--- config.mk ---
export PLATFORM = sky130hd
export DESIGN_NAME = ex_sequencer_flat
export DESIGN_NICKNAME = d
export VERILOG_FILES = /design/src/rtl/ex_sequencer_if.sv /design/src/rtl/ex_sequencer.sv /design/src/flat_wrapper.sv
export SDC_FILE = /design/constraint.sdc
export NUM_CORES = 1
export LEC_CHECK = 0
export CORE_MARGIN = 2
export CORE_UTILIZATION = 30
export DETAILED_ROUTE_END_ITERATION = 12
export GPL_TIMING_DRIVEN = 0
export HOLD_SLACK_MARGIN = 0.15
export PLACE_DENSITY = 0.62
export REMOVE_ABC_BUFFERS = 1
export SETUP_SLACK_MARGIN = 0.15
export SYNTH_ARGS = -nofsm -noshare
export SYNTH_HDL_FRONTEND = slang
export SYNTH_SLANG_ARGS = --single-unit
export TNS_END_PERCENT = 100
--- constraint.sdc ---
create_clock -name s_clk_i -period 1.6 [get_ports s_clk_i]
set_clock_uncertainty 0.05 [all_clocks]
set_input_delay 0.32 -clock s_clk_i [delete_from_list [all_inputs] [get_ports s_clk_i]]
set_output_delay 0.32 -clock s_clk_i [all_outputs]
set_load 0.01 [all_outputs]
--- src/rtl/ex_sequencer_if.sv ---
// Request, executor and response channels between the operand stage, the
// executor and the writeback side of the ex_sequencer.
interface ex_sequencer_if #(
    parameter int FUNC_W = 4
);
    logic              s_hold_i;
    logic              s_flush_i;

    logic              s_req_valid_i;
    logic              s_req_ready_o;
    logic              s_req_mdu_i;
    logic [FUNC_W-1:0] s_req_function_i;
    logic [31:0]       s_req_op1_i;
    logic [31:0]       s_req_op2_i;
    logic [4:0]        s_req_tag_i;

    logic              s_ex_compute_o;
    logic [FUNC_W-1:0] s_ex_function_o;
    logic [31:0]       s_ex_op1_o;
    logic [31:0]       s_ex_op2_o;
    logic              s_ex_stall_o;
    logic              s_ex_flush_o;
    logic              s_ex_finished_i;
    logic [31:0]       s_ex_result_i;

    logic              s_rsp_valid_o;
    logic              s_rsp_ready_i;
    logic [31:0]       s_rsp_result_o;
    logic [4:0]        s_rsp_tag_o;

    logic              s_timeout_o;

    // Sequencer side.
    modport master (
        input  s_hold_i, s_flush_i,
        input  s_req_valid_i, s_req_mdu_i, s_req_function_i,
        input  s_req_op1_i, s_req_op2_i, s_req_tag_i,
        input  s_ex_finished_i, s_ex_result_i, s_rsp_ready_i,
        output s_req_ready_o,
        output s_ex_compute_o, s_ex_function_o, s_ex_op1_o, s_ex_op2_o,
        output s_ex_stall_o, s_ex_flush_o,
        output s_rsp_valid_o, s_rsp_result_o, s_rsp_tag_o, s_timeout_o
    );

    // Environment side: operand stage, executor and response consumer.
    modport slave (
        output s_hold_i, s_flush_i,
        output s_req_valid_i, s_req_mdu_i, s_req_function_i,
        output s_req_op1_i, s_req_op2_i, s_req_tag_i,
        output s_ex_finished_i, s_ex_result_i, s_rsp_ready_i,
        input  s_req_ready_o,
        input  s_ex_compute_o, s_ex_function_o, s_ex_op1_o, s_ex_op2_o,
        input  s_ex_stall_o, s_ex_flush_o,
        input  s_rsp_valid_o, s_rsp_result_o, s_rsp_tag_o, s_timeout_o
    );
endinterface

--- src/rtl/ex_sequencer.sv ---
// Initiator of the executor compute/finished handshake: registers one op at a
// time, waits for ALU/MDU completion and buffers the result for writeback.
module ex_sequencer #(
    parameter int TIMEOUT = 64,
    parameter int FUNC_W  = 4
) (
    input  logic              s_clk_i,
    input  logic              s_reset_i,
    ex_sequencer_if.master    bus
);
    localparam int CNT_W = $clog2(TIMEOUT + 1);
    localparam logic [CNT_W-1:0] CNT_LIMIT = CNT_W'(TIMEOUT - 1);

    typedef enum logic {
        IDLE = 1'b0,
        EXEC = 1'b1
    } state_t;

    state_t            state_reg, state_next;
    logic [CNT_W-1:0]  cnt_reg, cnt_next;

    logic [FUNC_W-1:0] func_reg;
    logic [31:0]       op1_reg;
    logic [31:0]       op2_reg;
    logic [4:0]        tag_reg;
    logic              mdu_reg;

    logic              rsp_valid_reg, rsp_valid_next;
    logic [31:0]       rsp_result_reg;
    logic [4:0]        rsp_tag_reg;
    logic              timeout_reg;

    logic              req_ready;
    logic              load;
    logic              capture;
    logic              abort;
    logic              ex_flush;

    always_comb begin
        state_next = state_reg;
        cnt_next   = cnt_reg;
        load       = 1'b0;
        capture    = 1'b0;
        abort      = 1'b0;

        req_ready = !s_reset_i && !bus.s_hold_i && !bus.s_flush_i &&
                    (state_reg == IDLE) &&
                    (!rsp_valid_reg || bus.s_rsp_ready_i);

        if (state_reg == IDLE) begin
            if (req_ready && bus.s_req_valid_i) begin
                state_next = EXEC;
                cnt_next   = '0;
                load       = 1'b1;
            end
        end else if (!bus.s_hold_i) begin
            // A frozen executor neither completes nor ages the watchdog.
            if (!mdu_reg || bus.s_ex_finished_i) begin
                capture    = 1'b1;
                state_next = IDLE;
            end else if (cnt_reg == CNT_LIMIT) begin
                abort      = 1'b1;
                state_next = IDLE;
            end else begin
                cnt_next = cnt_reg + 1'b1;
            end
        end

        ex_flush = bus.s_flush_i || abort;

        if (bus.s_flush_i) begin
            state_next = IDLE;
            capture    = 1'b0;
        end

        // Flush beats capture and drain; capture only lands on an empty register.
        if (ex_flush) begin
            rsp_valid_next = 1'b0;
        end else if (capture) begin
            rsp_valid_next = 1'b1;
        end else if (rsp_valid_reg && bus.s_rsp_ready_i) begin
            rsp_valid_next = 1'b0;
        end else begin
            rsp_valid_next = rsp_valid_reg;
        end
    end

    always_ff @(posedge s_clk_i) begin
        if (s_reset_i) begin
            state_reg      <= IDLE;
            cnt_reg        <= '0;
            func_reg       <= '0;
            op1_reg        <= '0;
            op2_reg        <= '0;
            tag_reg        <= '0;
            mdu_reg        <= 1'b0;
            rsp_valid_reg  <= 1'b0;
            rsp_result_reg <= '0;
            rsp_tag_reg    <= '0;
            timeout_reg    <= 1'b0;
        end else begin
            state_reg     <= state_next;
            cnt_reg       <= cnt_next;
            rsp_valid_reg <= rsp_valid_next;
            if (load) begin
                func_reg <= bus.s_req_function_i;
                op1_reg  <= bus.s_req_op1_i;
                op2_reg  <= bus.s_req_op2_i;
                tag_reg  <= bus.s_req_tag_i;
                mdu_reg  <= bus.s_req_mdu_i;
            end
            if (capture) begin
                rsp_result_reg <= bus.s_ex_result_i;
                rsp_tag_reg    <= tag_reg;
            end
            if (abort) begin
                timeout_reg <= 1'b1;
            end
        end
    end

    assign bus.s_req_ready_o   = req_ready;
    assign bus.s_ex_compute_o  = (state_reg == EXEC) && mdu_reg;
    assign bus.s_ex_function_o = func_reg;
    assign bus.s_ex_op1_o      = op1_reg;
    assign bus.s_ex_op2_o      = op2_reg;
    assign bus.s_ex_stall_o    = bus.s_hold_i;
    assign bus.s_ex_flush_o    = ex_flush;
    assign bus.s_rsp_valid_o   = rsp_valid_reg;
    assign bus.s_rsp_result_o  = rsp_result_reg;
    assign bus.s_rsp_tag_o     = rsp_tag_reg;
    assign bus.s_timeout_o     = timeout_reg;
endmodule

--- src/flat_wrapper.sv ---
// flat-port wrapper written by rule: the top's interface ports become plain ports
module ex_sequencer_flat 
#(
    parameter int TIMEOUT = 64,
    parameter int FUNC_W  = 4
)
  (s_clk_i, s_reset_i, bus_s_hold_i, bus_s_flush_i, bus_s_req_valid_i, bus_s_req_mdu_i, bus_s_req_function_i, bus_s_req_op1_i, bus_s_req_op2_i, bus_s_req_tag_i, bus_s_ex_finished_i, bus_s_ex_result_i, bus_s_rsp_ready_i, bus_s_req_ready_o, bus_s_ex_compute_o, bus_s_ex_function_o, bus_s_ex_op1_o, bus_s_ex_op2_o, bus_s_ex_stall_o, bus_s_ex_flush_o, bus_s_rsp_valid_o, bus_s_rsp_result_o, bus_s_rsp_tag_o, bus_s_timeout_o);
  ex_sequencer_if #(.FUNC_W(FUNC_W)) bus_i ();
  input  logic s_clk_i;
  input  logic s_reset_i;
  input wire logic [$bits(bus_i.s_hold_i)-1:0] bus_s_hold_i;
  input wire logic [$bits(bus_i.s_flush_i)-1:0] bus_s_flush_i;
  input wire logic [$bits(bus_i.s_req_valid_i)-1:0] bus_s_req_valid_i;
  input wire logic [$bits(bus_i.s_req_mdu_i)-1:0] bus_s_req_mdu_i;
  input wire logic [$bits(bus_i.s_req_function_i)-1:0] bus_s_req_function_i;
  input wire logic [$bits(bus_i.s_req_op1_i)-1:0] bus_s_req_op1_i;
  input wire logic [$bits(bus_i.s_req_op2_i)-1:0] bus_s_req_op2_i;
  input wire logic [$bits(bus_i.s_req_tag_i)-1:0] bus_s_req_tag_i;
  input wire logic [$bits(bus_i.s_ex_finished_i)-1:0] bus_s_ex_finished_i;
  input wire logic [$bits(bus_i.s_ex_result_i)-1:0] bus_s_ex_result_i;
  input wire logic [$bits(bus_i.s_rsp_ready_i)-1:0] bus_s_rsp_ready_i;
  output wire logic [$bits(bus_i.s_req_ready_o)-1:0] bus_s_req_ready_o;
  output wire logic [$bits(bus_i.s_ex_compute_o)-1:0] bus_s_ex_compute_o;
  output wire logic [$bits(bus_i.s_ex_function_o)-1:0] bus_s_ex_function_o;
  output wire logic [$bits(bus_i.s_ex_op1_o)-1:0] bus_s_ex_op1_o;
  output wire logic [$bits(bus_i.s_ex_op2_o)-1:0] bus_s_ex_op2_o;
  output wire logic [$bits(bus_i.s_ex_stall_o)-1:0] bus_s_ex_stall_o;
  output wire logic [$bits(bus_i.s_ex_flush_o)-1:0] bus_s_ex_flush_o;
  output wire logic [$bits(bus_i.s_rsp_valid_o)-1:0] bus_s_rsp_valid_o;
  output wire logic [$bits(bus_i.s_rsp_result_o)-1:0] bus_s_rsp_result_o;
  output wire logic [$bits(bus_i.s_rsp_tag_o)-1:0] bus_s_rsp_tag_o;
  output wire logic [$bits(bus_i.s_timeout_o)-1:0] bus_s_timeout_o;
  assign bus_i.s_hold_i = bus_s_hold_i;
  assign bus_i.s_flush_i = bus_s_flush_i;
  assign bus_i.s_req_valid_i = bus_s_req_valid_i;
  assign bus_i.s_req_mdu_i = bus_s_req_mdu_i;
  assign bus_i.s_req_function_i = bus_s_req_function_i;
  assign bus_i.s_req_op1_i = bus_s_req_op1_i;
  assign bus_i.s_req_op2_i = bus_s_req_op2_i;
  assign bus_i.s_req_tag_i = bus_s_req_tag_i;
  assign bus_i.s_ex_finished_i = bus_s_ex_finished_i;
  assign bus_i.s_ex_result_i = bus_s_ex_result_i;
  assign bus_i.s_rsp_ready_i = bus_s_rsp_ready_i;
  assign bus_s_req_ready_o = bus_i.s_req_ready_o;
  assign bus_s_ex_compute_o = bus_i.s_ex_compute_o;
  assign bus_s_ex_function_o = bus_i.s_ex_function_o;
  assign bus_s_ex_op1_o = bus_i.s_ex_op1_o;
  assign bus_s_ex_op2_o = bus_i.s_ex_op2_o;
  assign bus_s_ex_stall_o = bus_i.s_ex_stall_o;
  assign bus_s_ex_flush_o = bus_i.s_ex_flush_o;
  assign bus_s_rsp_valid_o = bus_i.s_rsp_valid_o;
  assign bus_s_rsp_result_o = bus_i.s_rsp_result_o;
  assign bus_s_rsp_tag_o = bus_i.s_rsp_tag_o;
  assign bus_s_timeout_o = bus_i.s_timeout_o;
  ex_sequencer #(.TIMEOUT(TIMEOUT), .FUNC_W(FUNC_W)) u_core (.s_clk_i(s_clk_i), .s_reset_i(s_reset_i), .bus(bus_i));
endmodule
==> results of run 1 <==
==> final timing paths <==
path,start,end,slack (ps),cells after the start
setup / recovery,u_core.state_reg$_SDFF_PP0_,u_core.bus.s_ex_op1_o[26]$_SDFFE_PP0P_,-210,8
hold / removal,s_reset_i,u_core.bus.s_ex_function_o[1]$_SDFFE_PP0P_,270,2
setup reg to reg,u_core.state_reg$_SDFF_PP0_,u_core.bus.s_ex_op1_o[26]$_SDFFE_PP0P_,-210,8
hold reg to reg,u_core.bus.s_ex_op2_o[20]$_SDFFE_PP0P_,u_core.bus.s_ex_op2_o[20]$_SDFFE_PP0P_,400,2
==> Yosys cell counts (2+ instances only) <==
master,instances
a311oi_1,3
nand3_1,3
buf_2,10
dfxtp_1,121
and3_1,2
o21ai_0,5
clkbuf_1,17
o211ai_1,2
or3_1,2
nand2_1,227
a21oi_1,115
and2_1,2
buf_6,10
nand2b_1,4
a31oi_1,2
nor2_1,6
==> timing repair <==
item,4_1_cts,5_1_grt
gates resized for setup,218,135
pin swaps,67,61
gates cloned,13,0
buffers inserted,31,7
endpoints found under the setup margin,232,136
==> metrics by stage <==
step,util [%],TNS (ps)
finish,59.1,-12670
global route,59.1,-19970
CTS,55.4,-4640
detailed placement,46.6,-124880
global placement,46.0,-566910
floorplan,-,-90050
==> placed cells by master (no fill, tap or decap), drive strengths merged, types with 2 or more instances in the layout <==
cell,synthesis,final
o211ai,2,2
dfxtp,121,121
a31oi,2,2
clkbuf,17,23
clkdlybuf4s15,0,14
buf,22,54
and2,2,2
nand2b,4,4
nand3,3,7
and3,2,4
clkinv,0,4
dlygate4sd2,0,97
or3,2,2
clkinvlp,0,3
clkdlybuf4s50,0,107
nand2,227,227
nor2,6,6
o21ai,5,5
a21oi,115,115
a311oi,3,3
==> metal layers <==
metal  vias to the layer above  wire, um  track usage (%)
li1                       2342         -                -
met1                      2273      6440             22.3
met2                       218      8230             35.2
met3                        27      1460             7.77
met4                         0       322             7.39
met5                         -         0                0
==> area by class of cell <==
cell class                 instances  share of cell area [%]
clock buffer                      23                    5.47
clock inverter                     8                   0.848
inverter                           1                  0.0439
multi-input combinational        395                    29.6
sequential                       121                    28.5
tap                              184                    2.69
timing repair buffer             272                    32.9
==> worst max-delay path: stages (launching register included) <==
cell	delay (ps)
dfxtp_4	370
nor4_4	340
buf_4	170
and3_4	240
buf_8	150
buf_6	110
buf_16	130
nand2_4	50
a21oi_2	130
==> kinds of logic (layout without fill, tap and decap cells) <==
logic type	Yosys count	in the layout	share of synthesized area [%]
adder cells (fa/ha/maj)	1	1	0.282
AO/OA/AOI/OAI	132	132	15.7
buffers and inverters	40	304	5.44
AND/OR/NAND/NOR	256	262	24.1
flip-flops	121	121	54.5
==> where the power goes <==
| group | leakage (uW) | internal (uW) | total, uW | switching, uW |
|---|---|---|---|---|
| clock | 0.000259 | 2190 | 3500 | 1310 |
| sequential | 0.000981 | 3050 | 3080 | 21.3 |
| combinational | 0.00234 | 419 | 734 | 315 |
| total | 0.00358 | 5670 | 7310 | 1650 |
==> flow_metrics.py, run 1 <==
metrics = {
    "run_status": {
        "status": "complete, but fails checks",
        "violations": "negative setup slack",
    },
    "grt": {
        "grt_pass1_wl_um": 25200,
        "grt_overflow": 0,
        "grt_pass1_vias": 4797,
        "grt_use_total_pct": 20.2,
        "grt_max_degree": 75,
        "grt_antenna_before_repair": 0,
    },
    "synthesis": {
        "synth.yosys.seq_area_share_pct": 54.5,
        "ys.flop_type": "dfxtp_1",
        "synth_edf_count": 0,
        "synth_top_area_cell": "dfxtp_1",
        "synthTopCellsByArea": "dfxtp_1, nand2_1, a21oi_1, buf_6, clkbuf_1",
        "synth_top_area_share_pct": 54.5,
        "async_reset_ff_share_pct": 0,
        "yosysWarnings": 0,
        "netlist_instances": 550,
        "synth-seq-cells": 121,
        "synth_cell_types": 35,
        "avgSynthCellArea_um2": 8.08,
        "netlist_area_mm2": 0.00444,
    },
    "clock_network": {
        "numCtsBuffers": 17,
        "clkSlewWorstSetupHoldPaths_ps": 60,
        "tritoncts": "done",
        "clock_latency_ps": 400,
        "clock_sinks": 121,
        "postCtsHoldBufs": 0,
        "clock_tree.buffer_depth": 2,
        "h-tree-depth": 4,
        "clockRootBuffer": "clkbuf_16",
    },
    "drt": {
        "vias": 4860,
        "wl_per_cell_um": 16.4,
        "first_pass_iters": 5,
        "viasPerCell": 4.84,
        "route.antenna.remaining_nets": 0,
        "drt_wl_total_um": 16500,
        "drtIter0Drc": 188,
        "drc": 0,
    },
    "sta": {
        "timing.hold.ws_ps": 268,
        "fmax_ghz": 0.552,
        "finalSetupViolations": 121,
        "slew_headroom_pct": 43.7,
        "drv_slew": 0,
        "worst_pin_slew_ps": 844,
        "setup_ws_ps": -210,
        "fin_crit_sh_pct": 113,
        "min_period_ps": 1810,
        "rsz0062_at_grt": "yes",
        "hold_violations": 0,
    },
    "placement": {
        "place_inst": 922,
        "place.gp.congestion": 0.744,
        "place_area_mm2": 0.00675,
        "place_ws_ps": -1190,
        "dpl.hpwl_um": 8740,
        "port_buffers": 223,
    },
    "final_layout": {
        "drive_gt1_share_pct": 27.8,
        "antenna_cells": 0,
        "fillers": 1243,
        "fin_area_mm2": 0.00856,
        "finalNonFillerCells": 1004,
        "nets": 922,
        "register_area_mm2": 0.00244,
        "syn_to_final_growth_pct": 92.7,
        "multiInputGateArea_mm2": 0.00253,
    },
    "hold_path": {
        "hold_path_class": "in2reg",
    },
    "floorplan": {
        "row_count": 44,
        "die_x_um": 126,
        "coreArea_mm2": 0.0145,
        "start_util_pct": 30.7,
        "die_h_um": 126,
        "ios": 224,
        "die_area_mm2": 0.0158,
    },
    "job": {
        "drv_cap": 0,
    },
    "pwr": {
        "p_total_uw": 7310,
        "peakVddDrop_v": 0.000563,
        "power.density_mw_per_mm2": 855,
        "leakagePower_uw": 0.00358,
    },
    "worst_setup_path": {
        "end_kind": "flip-flop",
        "critPathKind": "reg2reg",
        "startpoint_type": "flip-flop",
        "required_ps": 1890,
        "cp.arrival_ps": 2100,
        "path_max_fanout": 5,
    },
}
Note: power is estimated with default switching activity, not from simulation.
==> run 2: changes to the inputs <==
SETUP_SLACK_MARGIN = 0.1   (was 0.15)
==> run 2 against run 1 <==
Against the previous run:
- the run still ends with negative setup slack left
- highest routed layer unchanged
- clock power is essentially flat
- worst hold slack got worse by 77 ps
- critical endpoint is now bus_s_ex_flush_o
- utilization is 0.45 points higher
- global-route usage decreased by 0.27 points
==> flow_metrics.py, run 2 (synthesized netlist as in run 1, its figures left out) <==
metrics = {
    "placement": {
        "place.gp.congestion": 0.744,
        "port_buffers": 223,
        "place_inst": 922,
        "dpl.hpwl_um": 8740,
    },
    "worst_setup_path": {
        "cpPeakStageDelay_ps": 420,
        "crit_family": "simple AND/OR/NAND/NOR gates",
        "startpoint_type": "flip-flop",
        "path_max_fanout": 5,
        "r2r_slack_ps": -100,
        "cp_cell_sequence": "nand4bb_4, nor3_4, or2_4, buf_6",
        "cp_slowest_cell": "dfxtp_2",
        "r2r_cells": 4,
        "critPathKind": "reg2out",
        "path_buf_inv": 1,
        "end_kind": "output port",
        "r2r_end": "u_core.bus.s_rsp_result_o[25]$_SDFFE_PP0P_",
        "required_ps": 1230,
        "r2r-start": "u_core.mdu_reg$_SDFFE_PP0P_",
        "cp.arrival_ps": 1450,
    },
    "clock_network": {
        "clockRootBuffer": "clkbuf_16",
        "tritoncts": "done",
        "clock_tree.buffer_depth": 2,
        "clock_sinks": 121,
        "clkSlewWorstSetupHoldPaths_ps": 50,
        "postCtsHoldBufs": 0,
        "h-tree-depth": 4,
        "numCtsBuffers": 17,
        "clock_latency_ps": 400,
    },
    "floorplan": {
        "start_util_pct": 30.7,
        "die_h_um": 126,
        "coreArea_mm2": 0.0145,
        "die_x_um": 126,
        "ios": 224,
        "row_count": 44,
        "die_area_mm2": 0.0158,
    },
    "sta": {
        "finalSetupViolations": 68,
        "min_period_ps": 1820,
        "fmax_ghz": 0.550,
        "worst_pin_slew_ps": 497,
        "drv_slew": 0,
        "rsz0062_at_grt": "yes",
        "fin_crit_sh_pct": 114,
        "slew_headroom_pct": 66.9,
        "hold_violations": 0,
        "setup_ws_ps": -219,
    },
    "drt": {
        "first_pass_iters": 4,
        "drtIter0Drc": 135,
        "drc": 0,
        "vias": 4878,
        "drt_wl_total_um": 17000,
        "route.antenna.remaining_nets": 0,
        "wl_per_cell_um": 16.9,
        "viasPerCell": 4.87,
    },
    "grt": {
        "grt_overflow": 0,
        "grt_max_degree": 75,
        "grt_use_total_pct": 19.9,
        "grt_antenna_before_repair": 0,
        "grt_pass1_wl_um": 24800,
        "grt_pass1_vias": 4723,
    },
    "final_layout": {
        "drive_gt1_share_pct": 30.6,
        "finalNonFillerCells": 1002,
        "final_cell_mix": "nand2_1, dfxtp_1, dlygate4sd2_1, clkdlybuf4s50_1, a21oi_2",
        "final_common_cell": "nand2_1",
        "nets": 920,
        "antenna_cells": 0,
        "utilization_pct": 59.6,
        "syn_to_final_growth_pct": 94.1,
    },
    "job": {
        "drv_cap": 0,
    },
    "hold_path": {
        "hold_path_class": "in2reg",
        "holdPathStages": 2,
        "hold_start": "bus_s_flush_i",
        "worstHoldEndpoint": "u_core.state_reg$_SDFF_PP0_",
    },
    "pwr": {
        "leakagePower_uw": 0.00370,
        "power.density_mw_per_mm2": 850,
        "peakVddDrop_v": 0.000583,
    },
    "run_status": {
        "status": "complete, but fails checks",
        "violations": "negative setup slack",
    },
}
-- run 2: layer usage --
layer | track usage [%] | wire, um
met5 | 0 | 0
met4 | 7.97 | 396
met2 | 34.2 | 8420
met3 | 7.77 | 1400
met1 | 22.1 | 6740
-- run 2: power breakdown --
| part | total (uW) | leakage (uW) | internal, uW | switching, uW |
|---|---|---|---|---|
| Sequential | 3080 | 0.000981 | 3050 | 21.6 |
| Clock | 3500 | 0.000259 | 2190 | 1310 |
| Combinational | 746 | 0.00246 | 415 | 332 |
| Total | 7330 | 0.00370 | 5660 | 1660 |
-- run 2: repair_timing --
item / 4_1_cts / 5_1_grt
gates cloned: 12 / 2
pin swaps: 84 / 95
resized for setup: 197 / 180
buffers inserted: 32 / 5
endpoints found under the setup margin: 231 / 123
hold endpoints to repair: 0 / 0
-- run 2: worst max path at each step --
stage                                              start                                      to  slack (ps)  cells past startpoint
after floorplan              u_core.state_reg$_SDFF_PP0_             u_core.state_reg$_SDFF_PP0_       -1150                      3
after global placement                         s_reset_i  u_core.bus.s_ex_op2_o[21]$_SDFFE_PP0P_       -5820                      5
after detailed placement                    bus_s_hold_i   u_core.bus.s_ex_op1_o[0]$_SDFFE_PP0P_       -1190                      6
after CTS                 u_core.cnt_reg[6]$_SDFFE_PP0P_                        bus_s_ex_flush_o        -190                      4
after global routing         u_core.mdu_reg$_SDFFE_PP0P_                        bus_s_ex_flush_o        -290                      4
final                        u_core.mdu_reg$_SDFFE_PP0P_                        bus_s_ex_flush_o        -220                      4
-- run 2: metrics by stage --
step                instance area [um^2]  hold slack (ps)  power, uW  setup TNS, ps  setup WS (ps)
floorplan                           4200              339       3240         -90050          -1150
global placement                    6670              387       3680        -566910          -5820
global route                        8620              207       7600          -9130           -288
CTS                                 7930              227       7280          -4360           -187
finish                              8620              191       7330          -3810           -219
detailed placement                  6750              395       3690        -124880          -1190
-- run 2: final cells by class --
class / instances / area [um^2]
Fill cell: 1255 / 5860
Timing Repair Buffer: 270 / 2750
Multi-Input combinational cell: 395 / 2660
Sequential cell: 121 / 2440
Clock buffer: 23 / 468
Tap cell: 184 / 230
Clock inverter: 8 / 72.6
Inverter: 1 / 3.75
==> run 3: changes to the inputs <==
CAP_MARGIN = 20   (was default)
==> run 3 against run 2 <==
Against the previous run:
- the run still ends with negative setup slack left
- clock-buffer cell count is 1 higher
- power is 10% higher
- utilization is 5.9 points higher
- cell count is 2.0% higher
- sequential power hardly changed
- via count is 2.3% higher
- critical path depth stayed put
- first-iteration DRC count is 7.4% lower
- register-to-register slack worse by 70 ps
- sequential share of layout area is 2.5 points lower
- critical path type unchanged
- largest cell class unchanged
==> flow_metrics.py, run 3 (synthesized netlist as in run 1, its figures left out) <==
metrics = {
    "run_status": {
        "status": "complete, but fails checks",
        "violations": "negative setup slack",
    },
    "grt": {
        "grt_use_total_pct": 21.2,
        "grt_max_degree": 75,
        "grt_pass1_wl_um": 26200,
        "grt_overflow": 0,
        "grt_antenna_before_repair": 0,
        "grt_pass1_vias": 4967,
    },
    "drt": {
        "viasPerCell": 4.88,
        "vias": 4988,
        "route.antenna.remaining_nets": 0,
        "drt_wl_total_um": 18100,
        "first_pass_iters": 4,
        "drtIter0Drc": 125,
        "wl_per_cell_um": 17.7,
        "drc": 0,
    },
    "worst_setup_path": {
        "path_buf_inv": 1,
        "cp_cell_sequence": "nand3b_1, nor3_4, or2_4, buf_6",
        "critPathKind": "reg2out",
        "cp.arrival_ps": 1460,
        "required_ps": 1230,
        "cpPeakStageDelay_ps": 390,
        "startpoint_type": "flip-flop",
        "cp_slowest_cell": "dfxtp_2",
        "path_max_fanout": 5,
        "crit_family": "simple AND/OR/NAND/NOR gates",
        "end_kind": "output port",
    },
    "floorplan": {
        "die_x_um": 126,
        "coreArea_mm2": 0.0145,
        "die_area_mm2": 0.0158,
        "ios": 224,
        "start_util_pct": 30.7,
        "die_h_um": 126,
        "row_count": 44,
    },
    "sta": {
        "hold_violations": 0,
        "setup_ws_ps": -225,
        "finalSetupViolations": 120,
        "slew_headroom_pct": 61.9,
        "timing.hold.ws_ps": 171,
        "min_period_ps": 1830,
        "fin_crit_sh_pct": 114,
        "rsz0062_at_grt": "yes",
        "drv_slew": 0,
        "fmax_ghz": 0.548,
        "worst_pin_slew_ps": 571,
    },
    "pwr": {
        "peakVddDrop_v": 0.000673,
        "leakagePower_uw": 0.00400,
        "p_total_uw": 8090,
        "power.density_mw_per_mm2": 853,
    },
    "clock_network": {
        "clock_latency_ps": 410,
        "clock_sinks": 121,
        "h-tree-depth": 4,
        "numCtsBuffers": 17,
        "tritoncts": "done",
        "postCtsHoldBufs": 0,
        "clkSlewWorstSetupHoldPaths_ps": 50,
        "clockRootBuffer": "clkbuf_16",
        "clock_tree.buffer_depth": 2,
    },
    "final_layout": {
        "final_cell_mix": "nand2_1, dfxtp_1, clkdlybuf4s50_1",
        "drive_gt1_share_pct": 41.6,
        "nets": 940,
        "antenna_cells": 0,
        "final_common_cell": "nand2_1",
        "utilization_pct": 65.4,
        "syn_to_final_growth_pct": 113,
        "finalNonFillerCells": 1022,
    },
    "hold_path": {
        "hold_path_class": "in2reg",
    },
    "placement": {
        "port_buffers": 223,
        "place_inst": 923,
        "dpl.hpwl_um": 8910,
        "place.gp.congestion": 0.744,
    },
    "job": {
        "drv_cap": 0,
    },
}
==> run 3: cell types whose count changed in the layout (fill, tap and decap cells not counted), sizes merged, moves of 2 or more <==
cell / previous run / this run
buf: 50 / 69
bufinv: 1 / 5
clkdlybuf4s15: 0 / 3
clkinv: 4 / 1
clkinvlp: 3 / 1
dlygate4sd2: 108 / 106
==> run 3: worst paths after layout <==
kind | to | cells past startpoint | from | slack [ps]
worst min register to register | u_core.bus.s_rsp_result_o[12]$_SDFFE_PP0P_ | 2 | u_core.bus.s_rsp_result_o[12]$_SDFFE_PP0P_ | 400
worst max register to register | u_core.bus.s_ex_op2_o[7]$_SDFFE_PP0P_ | 8 | u_core.state_reg$_SDFF_PP0_ | -170
worst min-delay path | u_core.state_reg$_SDFF_PP0_ | 2 | bus_s_flush_i | 170
worst max-delay path | bus_s_ex_flush_o | 4 | u_core.cnt_reg[5]$_SDFFE_PP0P_ | -230
==> run 3: report_power, final <==
| group | switching, uW | leakage, uW | internal (uW) |
|---|---|---|---|
| Combinational | 351 | 0.00271 | 425 |
| Sequential | 22.5 | 0.000982 | 3050 |
| Clock | 1310 | 0.000317 | 2920 |
| Total | 1690 | 0.00400 | 6400 |
==> run 3: repair_timing <==
action / 4_1_cts / 5_1_grt
pin swaps: 126 / 106
gates cloned: 17 / 2
setup buffers: 39 / 14
setup endpoints to repair: 231 / 127
gates resized for setup: 317 / 188
==> run 3: layout make-up <==
| class | count | area, um^2 |
|---|---|---|
| fill | 1138 | 5000 |
| timing repair buffer | 290 | 3080 |
| multi-input combinational | 395 | 3070 |
| sequential | 121 | 2440 |
| clock buffer | 24 | 492 |
| tap | 184 | 230 |
| clock inverter | 7 | 163 |
| inverter | 1 | 3.75 |
==> run 3: through the flow <==
step,instance area (um^2),setup WS [ps],TNS (ps)
global route,9480,-270,-20190
CTS,8710,-203,-7080
floorplan,4200,-1150,-90050
detailed placement,6780,-1190,-118800
global placement,6670,-5820,-566910
finish,9480,-225,-14160
==> run 3: routing by layer <==
layer | GRT usage, % | share of wire, %
met1 | 23.5 | 38
met3 | 8.28 | 7.5
met5 | 0 | 0
met2 | 37.2 | 52
met4 | 6.80 | 1.9
